**config.mk**
```make
export PLATFORM = sky130hd
export DESIGN_NAME = spi_flash
export DESIGN_NICKNAME = d
export VERILOG_FILES = /design/src/rtl/spi_flash_pkg.sv /design/src/rtl/spi_shifter.sv /design/src/rtl/spi_flash.sv
export SDC_FILE = /design/constraint.sdc
export NUM_CORES = 1
export LEC_CHECK = 0
export ABC_AREA = 1
export CAP_MARGIN = 0
export CORE_AREA = 4 4 100 102
export DETAILED_ROUTE_END_ITERATION = 8
export DIE_AREA = 0 0 104 106
export MAX_ROUTING_LAYER = met4
export PLACE_DENSITY = 0.8
export SLEW_MARGIN = 30
export SYNTH_ARGS = -nofsm -noshare
export SYNTH_HDL_FRONTEND = slang
export SYNTH_SLANG_ARGS = --single-unit
```
**constraint.sdc**
```tcl
create_clock -name clk -period 2.6 [get_ports clk]
set_input_delay 0.52 -clock clk [delete_from_list [all_inputs] [get_ports clk]]
set_output_delay 0.52 -clock clk [all_outputs]
set_load 0.02 [all_outputs]
```
**src/rtl/spi_flash_pkg.sv**
```systemverilog
// spi_flash_pkg: shared definitions for the SPI flash read bridge.
//   state_e     controller states
//   CMD_READ    flash READ DATA opcode
//   CMD_WAKE    flash release-from-power-down opcode
//   WAKE_BITS   length of the wake frame in bits
//   XFER_BITS   length of the command/address and data phases in bits
//   byte_swap32 reorders a MSB-first received stream into a little-endian word
package spi_flash_pkg;

  typedef enum logic [2:0] {
    StWake     = 3'd0,
    StWakeWait = 3'd1,
    StIdle     = 3'd2,
    StCmd      = 3'd3,
    StData     = 3'd4,
    StDone     = 3'd5,
    StDesel    = 3'd6
  } state_e;

  localparam logic [7:0] CMD_READ  = 8'h03;
  localparam logic [7:0] CMD_WAKE  = 8'hAB;
  localparam logic [5:0] WAKE_BITS = 6'd8;
  localparam logic [5:0] XFER_BITS = 6'd32;

  // The first byte off the wire lands in [31:24] of the shift register but
  // belongs in [7:0] of the bus word.
  function automatic logic [31:0] byte_swap32(input logic [31:0] w);
    return {w[7:0], w[15:8], w[23:16], w[31:24]};
  endfunction

endpackage

```
**src/rtl/spi_shifter.sv**
```systemverilog
// spi_shifter: SPI mode-0 bit engine running SCK at clk/2.
//   clk, reset  system clock, synchronous active-high reset
//   load        start a frame: capture tx_data and nbits, SCK low
//   tx_data     frame to send, MSB first from bit 31
//   nbits       number of bits in the frame (1..32)
//   miso        serial input, sampled at the end of each SCK-high cycle
//   sck         SPI clock
//   mosi        serial output, changes only while SCK is low
//   rx_data     received bits, first bit in the highest used position
//   done        high on the last SCK-high cycle of a frame
module spi_shifter (
  input  logic        clk,
  input  logic        reset,
  input  logic        load,
  input  logic [31:0] tx_data,
  input  logic [5:0]  nbits,
  input  logic        miso,
  output logic        sck,
  output logic        mosi,
  output logic [31:0] rx_data,
  output logic        done
);

  logic        active_q, active_d;
  logic        sck_q, sck_d;
  logic [31:0] shreg_q, shreg_d;
  logic [31:0] rx_q, rx_d;
  logic [5:0]  cnt_q, cnt_d;
  logic [5:0]  nbits_q, nbits_d;
  logic        last_bit;

  assign last_bit = (cnt_q == nbits_q - 6'd1);
  assign done     = active_q & sck_q & last_bit;

  always_comb begin
    active_d = active_q;
    sck_d    = sck_q;
    shreg_d  = shreg_q;
    rx_d     = rx_q;
    cnt_d    = cnt_q;
    nbits_d  = nbits_q;
    if (load) begin
      active_d = 1'b1;
      sck_d    = 1'b0;
      shreg_d  = tx_data;
      rx_d     = '0;
      cnt_d    = '0;
      nbits_d  = nbits;
    end else if (active_q) begin
      if (!sck_q) begin
        sck_d = 1'b1;
      end else begin
        // Falling SCK: take the bit sampled during the high phase and present
        // the next output bit for the coming low phase.
        sck_d = 1'b0;
        rx_d  = {rx_q[30:0], miso};
        if (last_bit) begin
          active_d = 1'b0;
          shreg_d  = '0;
        end else begin
          shreg_d = {shreg_q[30:0], 1'b0};
          cnt_d   = cnt_q + 6'd1;
        end
      end
    end
  end

  always_ff @(posedge clk) begin
    if (reset) begin
      active_q <= 1'b0;
      sck_q    <= 1'b0;
      shreg_q  <= '0;
      rx_q     <= '0;
      cnt_q    <= '0;
      nbits_q  <= '0;
    end else begin
      active_q <= active_d;
      sck_q    <= sck_d;
      shreg_q  <= shreg_d;
      rx_q     <= rx_d;
      cnt_q    <= cnt_d;
      nbits_q  <= nbits_d;
    end
  end

  assign sck     = sck_q;
  assign mosi    = shreg_q[31];
  assign rx_data = rx_q;

endmodule

```
**src/rtl/spi_flash.sv**
```systemverilog
// spi_flash: read-only memory-mapped bridge to a SPI NOR flash.
// After reset it wakes the flash (0xAB), waits WAKE_CYCLES, then serves
// 32-bit reads with READ (0x03) + 24-bit address and acknowledges writes
// without touching the flash.
//   clk, reset       system clock, synchronous active-high reset
//   address_in       bus byte address (bits 23:2 used)
//   sel_in           block selected
//   read_in          read strobe
//   write_mask_in    byte write enables
//   read_value_out   read data, zero unless completing a read with sel_in=1
//   ready_out        one-cycle completion pulse
//   flash_clk        SCK
//   flash_csn        chip select, active low
//   flash_io0_out    MOSI
//   flash_io0_en     MOSI output enable
//   flash_io1_en     MISO output enable, always 0
//   flash_io1_in     MISO
module spi_flash import spi_flash_pkg::*; #(
  parameter logic [23:0] FLASH_OFFSET = 24'h000000,
  parameter logic [15:0] WAKE_CYCLES  = 16'd48
) (
  input  logic        clk,
  input  logic        reset,
  input  logic [31:0] address_in,
  input  logic        sel_in,
  input  logic        read_in,
  input  logic [3:0]  write_mask_in,
  output logic [31:0] read_value_out,
  output logic        ready_out,
  output logic        flash_clk,
  output logic        flash_csn,
  output logic        flash_io0_out,
  output logic        flash_io0_en,
  output logic        flash_io1_en,
  input  logic        flash_io1_in
);

  state_e      state_q, state_d;
  logic        csn_q, csn_d;
  logic [15:0] wait_q, wait_d;
  logic        wr_ack_q, wr_ack_d;

  logic        sh_load;
  logic [31:0] sh_tx;
  logic [5:0]  sh_nbits;
  logic        sh_done;
  logic        sh_sck;
  logic        sh_mosi;
  logic [31:0] sh_rx;

  logic [23:0] flash_addr;
  logic [16:0] wait_next;
  logic        unused_addr;

  // Word-aligned address plus offset; the 24-bit sum drops any carry.
  assign flash_addr  = {address_in[23:2], 2'b00} + FLASH_OFFSET;
  assign wait_next   = {1'b0, wait_q} + 17'd1;
  assign unused_addr = ^{address_in[31:24], address_in[1:0]};

  always_comb begin
    state_d  = state_q;
    csn_d    = csn_q;
    wait_d   = wait_q;
    wr_ack_d = 1'b0;
    sh_load  = 1'b0;
    sh_tx    = '0;
    sh_nbits = XFER_BITS;
    unique case (state_q)
      StWake: begin
        // csn is still high on the first cycle after reset: start the frame.
        if (csn_q) begin
          sh_load  = 1'b1;
          sh_tx    = {CMD_WAKE, 24'h000000};
          sh_nbits = WAKE_BITS;
          csn_d    = 1'b0;
        end else if (sh_done) begin
          csn_d   = 1'b1;
          wait_d  = '0;
          state_d = StWakeWait;
        end
      end
      StWakeWait: begin
        if (wait_next >= {1'b0, WAKE_CYCLES}) begin
          state_d = StIdle;
        end else begin
          wait_d = wait_next[15:0];
        end
      end
      StIdle: begin
        if (sel_in && read_in) begin
          sh_load  = 1'b1;
          sh_tx    = {CMD_READ, flash_addr};
          sh_nbits = XFER_BITS;
          csn_d    = 1'b0;
          state_d  = StCmd;
        end else if (sel_in && (write_mask_in != 4'h0) && !wr_ack_q) begin
          // The held write is already acknowledged while wr_ack_q is high.
          wr_ack_d = 1'b1;
        end
      end
      StCmd: begin
        if (sh_done) begin
          sh_load  = 1'b1;
          sh_tx    = '0;
          sh_nbits = XFER_BITS;
          state_d  = StData;
        end
      end
      StData: begin
        if (sh_done) begin
          csn_d   = 1'b1;
          state_d = StDone;
        end
      end
      StDone: begin
        wait_d  = '0;
        state_d = StDesel;
      end
      StDesel: begin
        if (wait_q == 16'd1) begin
          state_d = StIdle;
        end else begin
          wait_d = wait_next[15:0];
        end
      end
      default: begin
        csn_d   = 1'b1;
        state_d = StWake;
      end
    endcase
  end

  always_ff @(posedge clk) begin
    if (reset) begin
      state_q  <= StWake;
      csn_q    <= 1'b1;
      wait_q   <= '0;
      wr_ack_q <= 1'b0;
    end else begin
      state_q  <= state_d;
      csn_q    <= csn_d;
      wait_q   <= wait_d;
      wr_ack_q <= wr_ack_d;
    end
  end

  spi_shifter u_shifter (
    .clk     (clk),
    .reset   (reset),
    .load    (sh_load),
    .tx_data (sh_tx),
    .nbits   (sh_nbits),
    .miso    (flash_io1_in),
    .sck     (sh_sck),
    .mosi    (sh_mosi),
    .rx_data (sh_rx),
    .done    (sh_done)
  );

  assign ready_out      = (state_q == StDone) | wr_ack_q;
  assign read_value_out = ((state_q == StDone) && sel_in) ? byte_swap32(sh_rx) : 32'h0;
  assign flash_clk      = sh_sck;
  assign flash_csn      = csn_q;
  assign flash_io0_out  = sh_mosi;
  assign flash_io0_en   = ~csn_q;
  assign flash_io1_en   = 1'b0;

endmodule
```
## Word level (Yosys, flattened, before mapping)

Cells that the tools add are included.
Widths: inputs -> output; s select.

| storage, ports and cells | value |
|---|---|
| bits of input ports | 41 |
| output and inout bits | 38 |
| register bits | 99 |
| word-level logic and storage cells | 94 |

| operators by class | value |
|---|---|
| order comparisons | 1 |
| add/subtract/negate cells | 3 |
| bitwise operators | 7 |
| reduce and logical (&&, ||, !) cells | 19 |
| equality and inequality tests | 17 |
| muxes and demuxes | 37 |

Operators by type and width:

| kind | number |
|---|---|
| $mux 32 | 6 |
| $mux 16 | 4 |
| $pmux 16 s4 | 1 |
| $pmux 32 s2 | 1 |
| $mux 26 | 1 |
| $mux 3 | 7 |
| $pmux 3 s7 | 1 |
| $ne 2x2->1 const B | 9 |
| $add 16x1->17 const B | 1 |
| $ge 17x6->1 const B | 1 |
| $eq 16x1->1 const B | 1 |
| $mux 1 | 12 |
| $mux 6 | 2 |
| $eq 3x3->1 const B | 3 |
| $reduce_bool 4->1 | 2 |
| $reduce_and 7->1 | 1 |
| $add 6x1->6 const B | 1 |
| $eq 3x2->1 const B | 2 |
| $eq 6x6->1 | 1 |
| $reduce_and 3->1 | 2 |
| $sub 6x1->6 const B | 1 |
| $reduce_and 5->1 | 1 |
| $logic_and 1x1->1 | 4 |
| $not 1->1 | 4 |
| 12 further kinds | 15 |

## Longest topological paths before layout

Gate-level depths: netlist of run 1.

| depth | value |
|---|---|
| depth after elaboration | 7 |
| gate-level depth with buffers | 16 |
| depth with buffers taken out | 16 |

## Hierarchy

Synthesis of run 1 repeated with hierarchy kept, for this count alone.

| second synthesis, totals | value |
|---|---|
| cell total of the unflattened synthesis | 852 |
| area total of the unflattened synthesis | 5556.6 um^2 |

By module, submodules not included:

| module | cells each | seq. area each (um^2) | instances | area an instance (um^2) |
|---|---|---|---|---|
| spi_shifter | 443 | 1561.5 | 1 | 3438.3 |
| spi_flash | 409 | 420.4 | 1 | 2118.3 |

## Least setup slack after synthesis of run 1

Ideal clock, no wire load.

| timing | value |
|---|---|
| path type | reg-to-output |
| start point | register state_q[0] |
| end point | output read_value_out[10] |
| data arrival time | 1.387 ns |
| required time | 2.080 ns |
| path slack | 0.693 ns |
| path buffers | 1 |
| cell stages (with the launch flop) | 8 |
| cell sequence | dfxtp_1 -> inv_1 -> nor2_1 -> inv_1 -> nor2_1 -> nand2_1 -> clkbuf_1 -> nor2_1 |

| on the way | value |
|---|---|
| cells in the longest elaborated chain, start to end | 3 |

Ends and longest elaborated chain:

| item | RTL line | text |
|---|---|---|
| start, declared | spi_flash.sv:38 | `state_e state_q, state_d;` |
| start signal, assigned | spi_flash.sv:135 | `state_q <= StWake;` |
| start signal, assigned | spi_flash.sv:140 | `state_q <= state_d;` |
| $eq 3x3->1 | spi_flash.sv:161 | `assign read_value_out = ((state_q == StDone) && sel_in) ? byte_swap32(sh_rx) : 32'h0;` |
| $logic_and 1x1->1 | spi_flash.sv:161 |  |
| $mux 32 | spi_flash.sv:161 |  |
| end, declared | spi_flash.sv:28 | `output logic [31:0] read_value_out,` |

Every way passes these cells.

## Final worst setup path of run 1

| timing | value |
|---|---|
| start point | register state_q[0] |
| end point | output read_value_out[29] |

Same word-level chain as after synthesis.

==> reports/qor.yml, run 1 <==
synthesis:
  postSynthAreaPerCell_um2: 6.36
  ys_async_sr_fraction: 0
  syn_area_um2: 4840
  synth_seq_cells: 93
  synth_largest_type_area_fraction: 0.385
  synthesis.nets: 804
  synth-seq-area-share: 0.385
  synth_cells: 760
  synth_ff_type: "sky130_fd_sc_hd__dfxtp_1"
  list_of_most_frequent_post_synthesis_cells: "248 x sky130_fd_sc_hd__nand2_1, 93 x sky130_fd_sc_hd__dfxtp_1, 91 x sky130_fd_sc_hd__inv_1, 78 x sky130_fd_sc_hd__nor2_1, 71 x sky130_fd_sc_hd__nand3_1"
  yosysMostFrequentCell: "sky130_fd_sc_hd__nand2_1"
  yosys_warnings: 0
  netlist_top_cells_area: "sky130_fd_sc_hd__dfxtp_1 38%, sky130_fd_sc_hd__nand2_1 19%, sky130_fd_sc_hd__nand3_1 7.3%, sky130_fd_sc_hd__inv_1 7.1%, sky130_fd_sc_hd__a21oi_1 6.9%"
  synth_area_leader_cell: "sky130_fd_sc_hd__dfxtp_1"
  number_of_synthesized_flops_with_an_enable_pin: 0
  synthDistinctLibCells: 30
sta:
  hold_slack_ps: 467
  slew-limit-headroom: 0.641
  worstMarginPinSlew_ps: 535
  slew_viol_final: 0
  setup-tns-final_ps: 0
  min_period_over_period: 0.935
  setup_viol_count_final: 0
  final_hold_violations: 0
  rsz0062_at_grt: "false"
  worst_case_clock_skew_ps: 20.1
  max_freq_mhz: 411
  layout_min_cycle_time_ps: 2430
clocking:
  clock_insertion_delay_worst_skew_ps: 360
  clockBufferDepth: 2
  cts_tree: "yes"
  count_of_hold_buffers_inserted_by_post_cts_repair: 0
  clkSlewWorstSetupHoldPaths_ps: 90
  cts.root.buffer_cell: "sky130_fd_sc_hd__clkbuf_8"
  number_of_buffers_created_by_cts: 9
  clock_tree.htree_level_count: 3
  clock_sink_count: 93
detailed_routing:
  drc: 0
  highest-signal-layer: "met4"
  dr.pass1.iters: 4
  drt.antenna.violating_nets: 0
  post_detailed_routing_wire_length_um: 10700
  met3RoutedLength_um: 453
  drtIter0Drc: 207
  routedLengthMet1_um: 4700
  viasPerCell: 5.08
  wl_met2_um: 5450
  num_vias: 4743
  routed_wire_length_per_instance_um: 11.5
cells_and_area:
  diodes: 0
  area_delta_synth_final_pct: 16.8
  final_nets: 862
  filler_cell_count: 890
  drive_gt1_frac: 0.107
  final_core_density: 0.620
setup_path:
  r2r_start: "wait_q[0]$_SDFFE_PP0P_"
  crit_start: "state_q[0]$_SDFFE_PP0P_"
  reg2reg_slack_ps: 390
  start_kind: "flop"
  critical_path.max_fanout: 5
  worst_setup_path_end_kind: "output pin"
  criticalPathCategory: "flop to output pin"
  cp.required_ps: 2080
  cp_data_arrival_time_ps: 1910
outcome:
  status: "finished clean"
die:
  floorplan.die.width_um: 104
  start_util: 0.531
  die_y_um: 106
  ioPinCount: 79
  floorplan.die_area_um2: 11000
  coreArea_um2: 9110
  core.rowCount: 35
flow_run:
  max_cap_viol_count: 0
placed_design:
  port_buffers: 67
  routabilityCongestion: 0.909
  hpwlAfterDp_um: 7520
global_route:
  grt_pass1_vias: 4389
  grtUsageTotal: 0.203
  grt_first_pass_wirelength_um: 18800
  largest_net_degree_at_the_start_of_global_routing: 34
  initial_antenna_violation_count: 0
  globalRoute.totalOverflow: 0
pwr:
  total_power_uw: 2570
  p_leak_uw: 0.00226
  powerDensity_nw_per_um2: 454
  vdd.ir_drop.worst_mv: 0.291
worst_hold_path:
  min-delay-start: "u_shifter.shreg_q[30]$_SDFFE_PP0P_"
  timing.hold.worst.class: "flop to flop"
==> critical path, stage by stage (launching register included) <==
cell and delay (ps):
sky130_fd_sc_hd__dfxtp_2 380, sky130_fd_sc_hd__inv_1 90, sky130_fd_sc_hd__nor2_1 140, sky130_fd_sc_hd__inv_1 110, sky130_fd_sc_hd__nor2_1 140, sky130_fd_sc_hd__nand2_1 130
sky130_fd_sc_hd__buf_4 170, sky130_fd_sc_hd__nor2_1 70, sky130_fd_sc_hd__dlygate4sd2_1 330
==> kinds of logic after synthesis <==
group,share of synthesized area
adder cells (fa/ha/maj),0.00776
flip-flops,0.385
AO/OA/AOI/OAI,0.0970
buffers and inverters,0.115
other,0.000775
XOR/XNOR,0.00362
AND/OR/NAND/NOR,0.391
==> state kept, by name, summed over array words and instances, names as in the netlist, 2 cells and up <==
| name | cells |
|---|---|
| u_shifter.rx_data | 32 |
| u_shifter.shreg_q | 30 |
| wait_q | 16 |
| u_shifter.cnt_q | 6 |
| state_q | 3 |
| u_shifter.nbits_q | 2 |
==> cells in the final DEF (no fill, tap or decap), drive strengths merged, types with 2 or more instances in the layout <==
cell type      netlist  final
a21oi               67     67
nand2              256    256
clkinvlp             0      2
nand4               11     11
nor2                92     92
o21bai               3      3
nor4                 3      3
or2                  2      2
clkdlybuf4s50        0     34
dfxtp               93     93
clkbuf              15     38
ha                   3      3
dlygate4sd2          0      3
o21ai               12     12
nand3               71     71
clkinv               2      3
nor3                 4      4
inv                 96     98
buf                 19     14
a31oi                6      6
==> per-layer routing <==
layer  vias up  GRT usage
met4         0     0.0598
li1       2486          -
met3        12     0.0328
met5         -          -
met2        95      0.366
met1      2150      0.234
==> final cells by class <==
cell class	count	area [um2]	share of cell area
flip-flops and latches	93	1860	0.330
multi-input cells	535	2420	0.429
well taps	111	139	0.0246
clock buffers	10	128	0.0226
inverters	98	368	0.0651
repair buffers	81	659	0.117
clock inverters	6	70.1	0.0124
==> per-stage QoR <==
stage,cells,worst slack (ps),cell area [um2]
after floorplan,760,693,4840
after global placement,918,49.2,5590
after detailed placement,918,25.0,5590
after CTS,934,49.8,5750
after global routing,934,35.8,5650
final,934,168,5650
==> worst paths after layout <==
path | to | cells past startpoint
min reg2reg | u_shifter.shreg_q[30]$_SDFFE_PP0P_ | 2
max reg2reg | wait_q[2]$_SDFFE_PP0P_ | 15
min | u_shifter.shreg_q[30]$_SDFFE_PP0P_ | 2
max | read_value_out[29] | 8
==> power breakdown <==
group,internal (uW),switching (uW)
clock,453,525
sequential,1430,8.01
combinational,69.1,75.6
==> what timing repair did <==
action | in CTS | in global routing
hold endpoints to repair | 0 | 0
buffers inserted | 0 | 0
resized for setup | 32 | 59
setup endpoints to repair | 32 | 33
Power figures use the tool's default switching activity.
==> run 2: changes to the inputs <==
CAP_MARGIN = 10   (was 0)
==> results of run 2 <==
Final layout, timing and power as in run 1 (identical DEF).
==> run 3: changes to the inputs <==
GPL_TIMING_DRIVEN = 0   (was not set)
TNS_END_PERCENT = 50   (was not set)
==> run 3 against run 2 <==
- wire length rose by 8.8%
- clock skew fell by 4.4 ps
- worst hold slack improved by 2.0 ps
- highest routed layer unchanged
==> reports/qor.yml, run 3 (synthesized netlist as in run 1, its figures left out) <==
outcome:
  status: "finished clean"  # unchanged
sta:
  final_hold_violations: 0  # unchanged
  layout_min_cycle_time_ps: 2450  # was 2430 ps
  min_period_over_period: 0.941  # was 0.935
  slew-limit-headroom: 0.645  # was 0.641
  layout_setup_ws_ps: 154  # was 168 ps
  rsz0062_at_grt: "false"  # unchanged
  worst_case_clock_skew_ps: 15.7  # was 20.1 ps
  worstMarginPinSlew_ps: 533  # was 535 ps
  setup-tns-final_ps: 0  # unchanged
  setup_viol_count_final: 0  # unchanged
  slew_viol_final: 0  # unchanged
  hold_slack_ps: 469  # was 467 ps
  max_freq_mhz: 409  # was 411 MHz
cells_and_area:
  largest_register_ff_count: 32  # unchanged
  mostFrequentLayoutCell: "sky130_fd_sc_hd__nand2_1"  # unchanged
  regArea_um2: 1860  # unchanged
  diodes: 0  # unchanged
  area_delta_synth_final_pct: 18.7  # was 16.8%
  drive_gt1_frac: 0.112  # was 0.107
  final_core_density: 0.630  # was 0.620
  multi_input_comb_area_um2: 2420  # about the same
  final_nets: 882  # was 862
  filler_cell_count: 878  # was 890
  final_cell_mix: "247 x sky130_fd_sc_hd__nand2_1, 92 x sky130_fd_sc_hd__dfxtp_1, 91 x sky130_fd_sc_hd__inv_1"  # was 248 x sky130_fd_sc_hd__nand2_1, 92 x sky130_fd_sc_hd__dfxtp_1, 91 x sky130_fd_sc_hd__inv_1
  final-instance-count-excl-fill: 954  # was 934
global_route:
  globalRoute.totalOverflow: 0  # unchanged
  grt_pass1_vias: 4410  # was 4389
  grt_first_pass_wirelength_um: 19500  # was 18800 um
  initial_antenna_violation_count: 0  # unchanged
  grtUsageTotal: 0.215  # was 0.203
  largest_net_degree_at_the_start_of_global_routing: 18  # was 34
clocking:
  cts.root.buffer_cell: "sky130_fd_sc_hd__clkbuf_8"  # unchanged
  number_of_buffers_created_by_cts: 9  # unchanged
  count_of_hold_buffers_inserted_by_post_cts_repair: 0  # unchanged
  clock_insertion_delay_worst_skew_ps: 370  # was 360 ps
  cts_tree: "yes"  # unchanged
  cts_setup_buffers: 0  # unchanged
  clockBufferDepth: 2  # unchanged
  clkSlewWorstSetupHoldPaths_ps: 100  # was 90 ps
  clock_tree.htree_level_count: 3  # unchanged
  clock_sink_count: 93  # unchanged
placed_design:
  port_buffers: 67  # unchanged
  placement.setup.worst_slack_ps: -216  # was 25.0 ps
  dpl.cell_count: 938  # was 918
  routabilityCongestion: 0.907  # was 0.909
  hpwlAfterDp_um: 8700  # was 7520 um
die:
  ioPinCount: 79  # unchanged
  floorplan.die.width_um: 104  # unchanged
  coreArea_um2: 9110  # unchanged
  die_y_um: 106  # unchanged
  core.rowCount: 35  # unchanged
  start_util: 0.531  # unchanged
  floorplan.die_area_um2: 11000  # unchanged
setup_path:
  cp_cell_sequence: "inv_1, nor2_1, inv_1, nor2_2, nand2_2, buf_2, nor2_1, clkdlybuf4s15_1"  # was inv_1, nor2_1, inv_1, nor2_1, nand2_1, buf_4, nor2_1, dlygate4sd2_1
  worst_setup_path_end_kind: "output pin"  # unchanged
  cp.required_ps: 2080  # about the same
  critical_path.reg2reg.endpoint: "wait_q[0]$_SDFFE_PP0P_"  # was wait_q[2]$_SDFFE_PP0P_
  start_kind: "flop"  # unchanged
  criticalPathCategory: "flop to output pin"  # unchanged
  cp_data_arrival_time_ps: 1930  # was 1910 ps
  cell_family_with_most_cp_delay: "buffers and inverters"  # unchanged
  reg2reg_slack_ps: 450  # was 390 ps
  r2r_start: "wait_q[1]$_SDFFE_PP0P_"  # was wait_q[0]$_SDFFE_PP0P_
  cpPeakStageDelay_ps: 380  # about the same
  depth_of_the_worst_register_to_register_path: 15  # unchanged
  cp.buffers_inverters: 4  # unchanged
  critical_path.max_fanout: 10  # was 5
  critical-path-slowest-cell: "sky130_fd_sc_hd__dfxtp_2"  # unchanged
flow_run:
  max_cap_viol_count: 0  # unchanged
detailed_routing:
  post_detailed_routing_wire_length_um: 11700  # was 10700 um
  dr.pass1.iters: 5  # was 4
  routed_wire_length_per_instance_um: 12.2  # was 11.5 um
  drc: 0  # unchanged
  viasPerCell: 5.10  # was 5.08
  drt.antenna.violating_nets: 0  # unchanged
  drtIter0Drc: 241  # was 207
  num_vias: 4868  # was 4743
worst_hold_path:
  number_of_stages_on_the_worst_hold_path: 2  # unchanged
  timing.hold.worst.class: "flop to flop"  # unchanged
  min-delay-start: "u_shifter.shreg_q[30]$_SDFFE_PP0P_"  # unchanged
  whs_endpoint: "u_shifter.shreg_q[30]$_SDFFE_PP0P_"  # unchanged
pwr:
  vdd.ir_drop.worst_mv: 0.326  # was 0.291 mV
  powerDensity_nw_per_um2: 455  # was 454 nW/um2
  p_leak_uw: 0.00231  # was 0.00226 uW
run 3: per-stage QoR:
stage | total power [uW] | cell area (um2)
after global routing | 2700 | 5740
after floorplan | 1550 | 4840
final | 2610 | 5740
after CTS | 2630 | 5820
after global placement | 1620 | 5650
after detailed placement | 1620 | 5650
run 3: final cells by class:
type / count / share of cell area
plain buffers: 34 / 0.0336
multi-input cells: 535 / 0.422
clock inverters: 6 / 0.0139
well taps: 111 / 0.0242
flip-flops and latches: 93 / 0.325
clock buffers: 10 / 0.0222
inverters: 98 / 0.0641
repair buffers: 67 / 0.0950
run 3: metal layers:
metal / track usage / routed length, um / up-vias
li1: - / - / 2525
met1: 0.257 / 5190 / 2218
met2: 0.370 / 5790 / 106
met3: 0.0431 / 512 / 19
met4: 0.0608 / 161 / 0
met5: - / 0 / -
run 3: worst max-delay path by stage:
stage / slack (ps) / cells after the start / to / start
after global placement: -190 / 5 / read_value_out[25] / sel_in
after global routing: 4 / 8 / read_value_out[6] / state_q[0]$_SDFFE_PP0P_
final: 150 / 8 / read_value_out[8] / state_q[0]$_SDFFE_PP0P_
after detailed placement: -220 / 5 / read_value_out[21] / sel_in
after floorplan: 690 / 7 / read_value_out[10] / state_q[0]$_SDFFE_PP0P_
after CTS: 1 / 8 / read_value_out[25] / state_q[0]$_SDFFE_PP0P_
run 3: timing repair:
action / 4_1_cts / 5_1_grt
endpoints found under the setup margin: 33 / 31
cloned: 0 / 0
gates resized for setup: 40 / 57
run 3: report_power, final:
group | internal, uW | switching (uW) | total (uW) | leakage [uW]
logic | 70.0 | 81.1 | 151 | 0.00145
registers | 1430 | 7.28 | 1440 | 0.000752
clock network | 462 | 556 | 1020 | 0.000100
run 3: worst register-to-register path: stages (launching register included):
cell and delay [ps]:
sky130_fd_sc_hd__dfxtp_1 420, sky130_fd_sc_hd__ha_1 230, sky130_fd_sc_hd__nand2_1 120, sky130_fd_sc_hd__nor2_4 220, sky130_fd_sc_hd__nand3_1 140, sky130_fd_sc_hd__clkinv_1 60, sky130_fd_sc_hd__nand3_1 70, sky130_fd_sc_hd__nand2_1 90
sky130_fd_sc_hd__nand2_1 80, sky130_fd_sc_hd__nor2_4 140, sky130_fd_sc_hd__nand2_2 70, sky130_fd_sc_hd__nand2_4 90, sky130_fd_sc_hd__buf_6 150, sky130_fd_sc_hd__nand3_1 70, sky130_fd_sc_hd__nand2_1 70, sky130_fd_sc_hd__nor2_1 40
